$ cat config.mk
export PLATFORM = sky130hd
export DESIGN_NAME = sbox_bram_port_sched
export DESIGN_NICKNAME = d
export VERILOG_FILES = /design/src/rtl/sbox_bram_port_sched.sv
export SDC_FILE = /design/constraint.sdc
export NUM_CORES = 1
export LEC_CHECK = 0
export CAP_MARGIN = 20
export CORE_ASPECT_RATIO = 0.9
export CORE_MARGIN = 1
export CORE_UTILIZATION = 36
export CTS_BUF_LIST = sky130_fd_sc_hd__clkbuf_16
export DETAILED_ROUTE_END_ITERATION = 16
export PLACE_DENSITY = 0.95
export SETUP_SLACK_MARGIN = 0.3
export SYNTH_ARGS = -nofsm -noshare
export SYNTH_HDL_FRONTEND = slang
export SYNTH_SLANG_ARGS = --single-unit
$ cat constraint.sdc
create_clock -name clk -period 3.73 [get_ports clk]
set_input_delay 0.5595 -clock clk [delete_from_list [all_inputs] [get_ports clk]]
set_output_delay 0.5595 -clock clk [all_outputs]
set_load 0.05 [all_outputs]
$ cat src/rtl/sbox_bram_port_sched.sv
// Schedules masked S-box lookups from the state (S) and key-schedule (K)
// requesters onto one dual-port S-box BRAM. Each lookup drives port A and
// port B in the same cycle. A LAT-deep tag pipeline follows the BRAM read
// latency and returns both share bytes in issue order, tagged by source.
//
// Ports:
//   clk, rst                     clock, asynchronous active-high reset
//   s_req_* / k_req_*            valid/ready request channels with A/B addresses
//   bram_addra/addrb/en/rst      BRAM control (en drives ENA/ENB/REGCE)
//   bram_doa/dob                 BRAM registered read data
//   rsp_valid/ready/src/doa/dob  response channel (src: 0 = S, 1 = K)
//   busy                         request pending or lookup in flight
module sbox_bram_port_sched #(
  parameter int unsigned ADDR_W = 10,
  parameter int unsigned DATA_W = 8,
  parameter int unsigned LAT    = 2
) (
  input  logic              clk,
  input  logic              rst,
  input  logic              s_req_valid,
  output logic              s_req_ready,
  input  logic [ADDR_W-1:0] s_addr_a,
  input  logic [ADDR_W-1:0] s_addr_b,
  input  logic              k_req_valid,
  output logic              k_req_ready,
  input  logic [ADDR_W-1:0] k_addr_a,
  input  logic [ADDR_W-1:0] k_addr_b,
  output logic [ADDR_W-1:0] bram_addra,
  output logic [ADDR_W-1:0] bram_addrb,
  output logic              bram_en,
  output logic              bram_rst,
  input  logic [DATA_W-1:0] bram_doa,
  input  logic [DATA_W-1:0] bram_dob,
  output logic              rsp_valid,
  input  logic              rsp_ready,
  output logic              rsp_src,
  output logic [DATA_W-1:0] rsp_doa,
  output logic [DATA_W-1:0] rsp_dob,
  output logic              busy
);

  // Tag pipeline: one {valid, src} pair per BRAM latency stage.
  logic [LAT-1:0]    vld_q, vld_d;
  logic [LAT-1:0]    src_q, src_d;
  // 1 = K was granted last, so S wins the next contention.
  logic              last_grant_q, last_grant_d;
  logic [ADDR_W-1:0] addr_a_q, addr_a_d;
  logic [ADDR_W-1:0] addr_b_q, addr_b_d;

  logic tail_valid;
  logic stall;
  logic grant_s;
  logic grant_k;

  assign tail_valid = vld_q[LAT-1];
  // A held response freezes the BRAM output register and the whole pipeline.
  assign stall      = tail_valid & ~rsp_ready;

  // Round-robin arbitration; no grant while in reset or stalled.
  always_comb begin
    grant_s = 1'b0;
    grant_k = 1'b0;
    if (!rst && !stall) begin
      if (s_req_valid && k_req_valid) begin
        if (last_grant_q) grant_s = 1'b1;
        else              grant_k = 1'b1;
      end else if (s_req_valid) begin
        grant_s = 1'b1;
      end else if (k_req_valid) begin
        grant_k = 1'b1;
      end
    end
  end

  always_comb begin
    vld_d        = vld_q;
    src_d        = src_q;
    last_grant_d = last_grant_q;
    addr_a_d     = addr_a_q;
    addr_b_d     = addr_b_q;
    if (!stall) begin
      for (int i = LAT - 1; i > 0; i--) begin
        vld_d[i] = vld_q[i-1];
        src_d[i] = src_q[i-1];
      end
      vld_d[0] = grant_s | grant_k;
      src_d[0] = grant_k;
    end
    if (grant_s) begin
      addr_a_d     = s_addr_a;
      addr_b_d     = s_addr_b;
      last_grant_d = 1'b0;
    end else if (grant_k) begin
      addr_a_d     = k_addr_a;
      addr_b_d     = k_addr_b;
      last_grant_d = 1'b1;
    end
  end

  always_ff @(posedge clk or posedge rst) begin
    if (rst) begin
      vld_q        <= '0;
      src_q        <= '0;
      last_grant_q <= 1'b1;
      addr_a_q     <= '0;
      addr_b_q     <= '0;
    end else begin
      vld_q        <= vld_d;
      src_q        <= src_d;
      last_grant_q <= last_grant_d;
      addr_a_q     <= addr_a_d;
      addr_b_q     <= addr_b_d;
    end
  end

  // Addresses come straight from the granted requester; on idle cycles the
  // hold registers keep the BRAM address lines from toggling.
  assign bram_addra  = addr_a_d;
  assign bram_addrb  = addr_b_d;
  assign bram_en     = ~stall;
  assign bram_rst    = rst;

  assign s_req_ready = grant_s;
  assign k_req_ready = grant_k;

  assign rsp_valid   = tail_valid;
  assign rsp_src     = src_q[LAT-1];
  assign rsp_doa     = bram_doa;
  assign rsp_dob     = bram_dob;

  assign busy        = ~rst & (s_req_valid | k_req_valid | (|vld_q));

endmodule

==> metrics.csv, run 1 <==
metric,value,unit
outcome,"finished, final reports clean",
leakage,0.989,nW
cp_top_family,buffers and inverters,
cp_cell_sequence,clkdlybuf4s50_1 > inv_2 > nand4_4 > inv_6 > nand2_1 > a31oi_1 > buf_12,
rsz0062_at_grt,false,
cts-htree-levels,1,
drive_above_1_share,22.5,%
hold_start,src_q[1],
n_antenna_cell,0,
end_kind,output pin,
route.vias.total,1162,
stdcell_area,2270,µm²
critPathKind,primary input to output pin,
numCtsBuffers,3,
hold_class,flop to flop,
cts_root_buf,clkbuf_16,
area.growth.synth_to_final,65.9,%
post_drt_wl_per_cell,13.3,µm
coreArea,3500,µm²
grt-ovfl-total,0,
path_max_fanout,23,
ys_seq_elements,25,
path_clk_slew,0.06,ns
placed_area,2190,µm²
irDropWorstVdd,0.000419,V
dieArea,4060,µm²
post_cts_buffers,0,
whs_path_depth,2,
clk_path_buf_depth,2,
synth.net_count,212,
worstPathBufferInverterCount,4,
drv_cap,0,
worstReg2RegStart,vld_q[1],
rows,20,
yosysSeqAreaShare,45.7,%
holdWs,0.477,ns
antenna_found_initial,0,
netlist_area,1370,µm²
critPathSlowestCell,clkdlybuf4s50_1,
routed_wl,3300,µm
grt_pass1_vias,1119,
finalClockSkew,0.00242,ns
dp_hpwl,2600,µm
die_w,67.1,µm
maxSlewViolCount,0,
max_freq,311,MHz
power,1.66,mW
power.density,732,nW/µm²
clkSinkCount,25,
netlist-cell-type-count,18,
slew_headroom,62.8,%
min_to,src_q[1],
antenna_left,0,
grt_usage,16.5,%
gp_congestion,0.681,
crit_arrival,2.66,ns
fin_tns_setup,0,ns
drc_errors,0,
nNetsFinal,266,
start_util,39.1,%
setup_violations,0,
worstPathRequired,3.17,ns
fin_crit_sh,86.3,%
ff2ff_path_depth,6,
avgSynthCellArea,9.08,µm²
r2r_setup_slack,1.86,ns
fin_crit,3.22,ns
cts_tree,done,
reg2reg_to,addr_a_q[6],
cp-start-kind,primary input,
drt-initial-drc-count,40,
ios,104,
hold_buffers,0,
drt-pass1-iter-count,4,
final_hold_viol_count,0,
grt_pass1_wl,5000,µm
yosysWarnings,0,
tightest_slew,0.558,ns
port_buffers,71,
cp_slowest_stage_delay,0.46,ns
viasPerCell,4.69,
grt_max_degree,24,
die_h,60.6,µm
clk_latency,0.25,ns
final_core_util,64.9,%
syn_inst,151,
==> layer usage <==
metal	global-route usage (%)	share of wire [%]	vias to the layer above
li1	-	-	581
met1	20.3	42	534
met2	30.3	51	43
met3	3.01	5.7	4
met4	3.34	0.91	0
met5	0	0	-
==> cell usage in the layout (no fill, tap or decap) <==
cell type / synthesis / routed
o2111ai_4: 1 / 1
dfstp_2: 1 / 1
buf_12: 0 / 23
nor4_1: 1 / 1
nand4_4: 1 / 1
nor2_1: 23 / 23
nand3_1: 1 / 1
clkdlybuf4s50_1: 0 / 49
buf_4: 20 / 2
nor2b_4: 1 / 1
inv_6: 1 / 2
or2b_1: 1 / 1
nand2_1: 47 / 47
inv_2: 3 / 3
clkbuf_16: 0 / 3
clkinv_2: 0 / 1
dfrtp_1: 24 / 24
a31oi_2: 8 / 8
a31oi_1: 12 / 12
==> sequential cells by signal (all words and copies together), names as in the netlist <==
register,cells
addr_a_q,10
addr_b_q,10
last_grant_q,1
src_q,2
vld_q,2
==> cell families (layout without fill, tap and decap cells) <==
logic type | Yosys count | after routing | share of synthesized area, %
simple gates | 75 | 75 | 23.1
compound gates | 21 | 21 | 14.7
buf+inv | 30 | 83 | 16.5
flops | 25 | 25 | 45.7
==> tightest hold or removal path, delay by kind of cell (launching register included) <==
kind / cells / cell delay [ns]
and+or+nand+nor: 2 / 0.10
DFF: 1 / 0.34
==> where the power goes <==
part           total, mW  internal [mW]  switching (mW)
Combinational       1.03          0.454           0.572
Sequential         0.407          0.370          0.0368
Clock              0.231          0.144          0.0873
==> through the flow <==
step | std cells | worst slack (ns)
2_1_floorplan | 151 | 0.842
3_3_place_gp | 244 | 0.541
3_5_place_dp | 244 | 0.465
6_report | 248 | 0.511
5_1_grt | 248 | 0.315
4_1_cts | 248 | 0.445
==> cells in the mapped netlist (all sizes together) <==
cell      n  area share, %
a31oi    20             13
buf      25             15
dfrtp    24             44
dfstp     1            1.9
inv       5            1.9
nand2    47             13
nand3     1           0.36
nand4     1            1.6
nor2     23            6.3
nor2b     1            1.0
nor4      1           0.46
o2111ai   1            1.9
or2b      1           0.55
==> layout make-up <==
cell class / instances / area (µm²)
repair buffers: 74 / 966
well taps: 44 / 55.1
inverters: 5 / 28.8
fillers: 279 / 1230
clock buffers: 3 / 75.1
multi-input cells: 96 / 518
flip-flops and latches: 25 / 627
clock inverters: 1 / 5.00
==> worst max path at each step <==
stage / startpoint / to / cells after the start
after global placement: rst / bram_addra[6] / 7
after floorplan: rst / bram_addra[0] / 6
after global routing: rst / bram_addra[6] / 7
final: rst / bram_addra[6] / 7
after detailed placement: rst / bram_addra[6] / 7
after CTS: rst / bram_addra[6] / 7
==> repair_timing <==
item | 4_1_cts | 5_1_grt
setup endpoints to repair | 0 | 1
gates resized for setup | 0 | 1
hold endpoints to repair | 0 | 0
Note: power is estimated with default switching activity, not from simulation.
==> run 2, diff against run 1 <==
--- a/config.mk
+++ b/config.mk
@@ -10,6 +10,7 @@
 export CORE_MARGIN = 1
 export CORE_UTILIZATION = 36
 export CTS_BUF_LIST = sky130_fd_sc_hd__clkbuf_16
+export CTS_CLUSTER_SIZE = 25
 export DETAILED_ROUTE_END_ITERATION = 16
 export PLACE_DENSITY = 0.95
 export SETUP_SLACK_MARGIN = 0.3
==> results of run 2 <==
The final DEF is identical to that of run 1; final timing and power are the same.
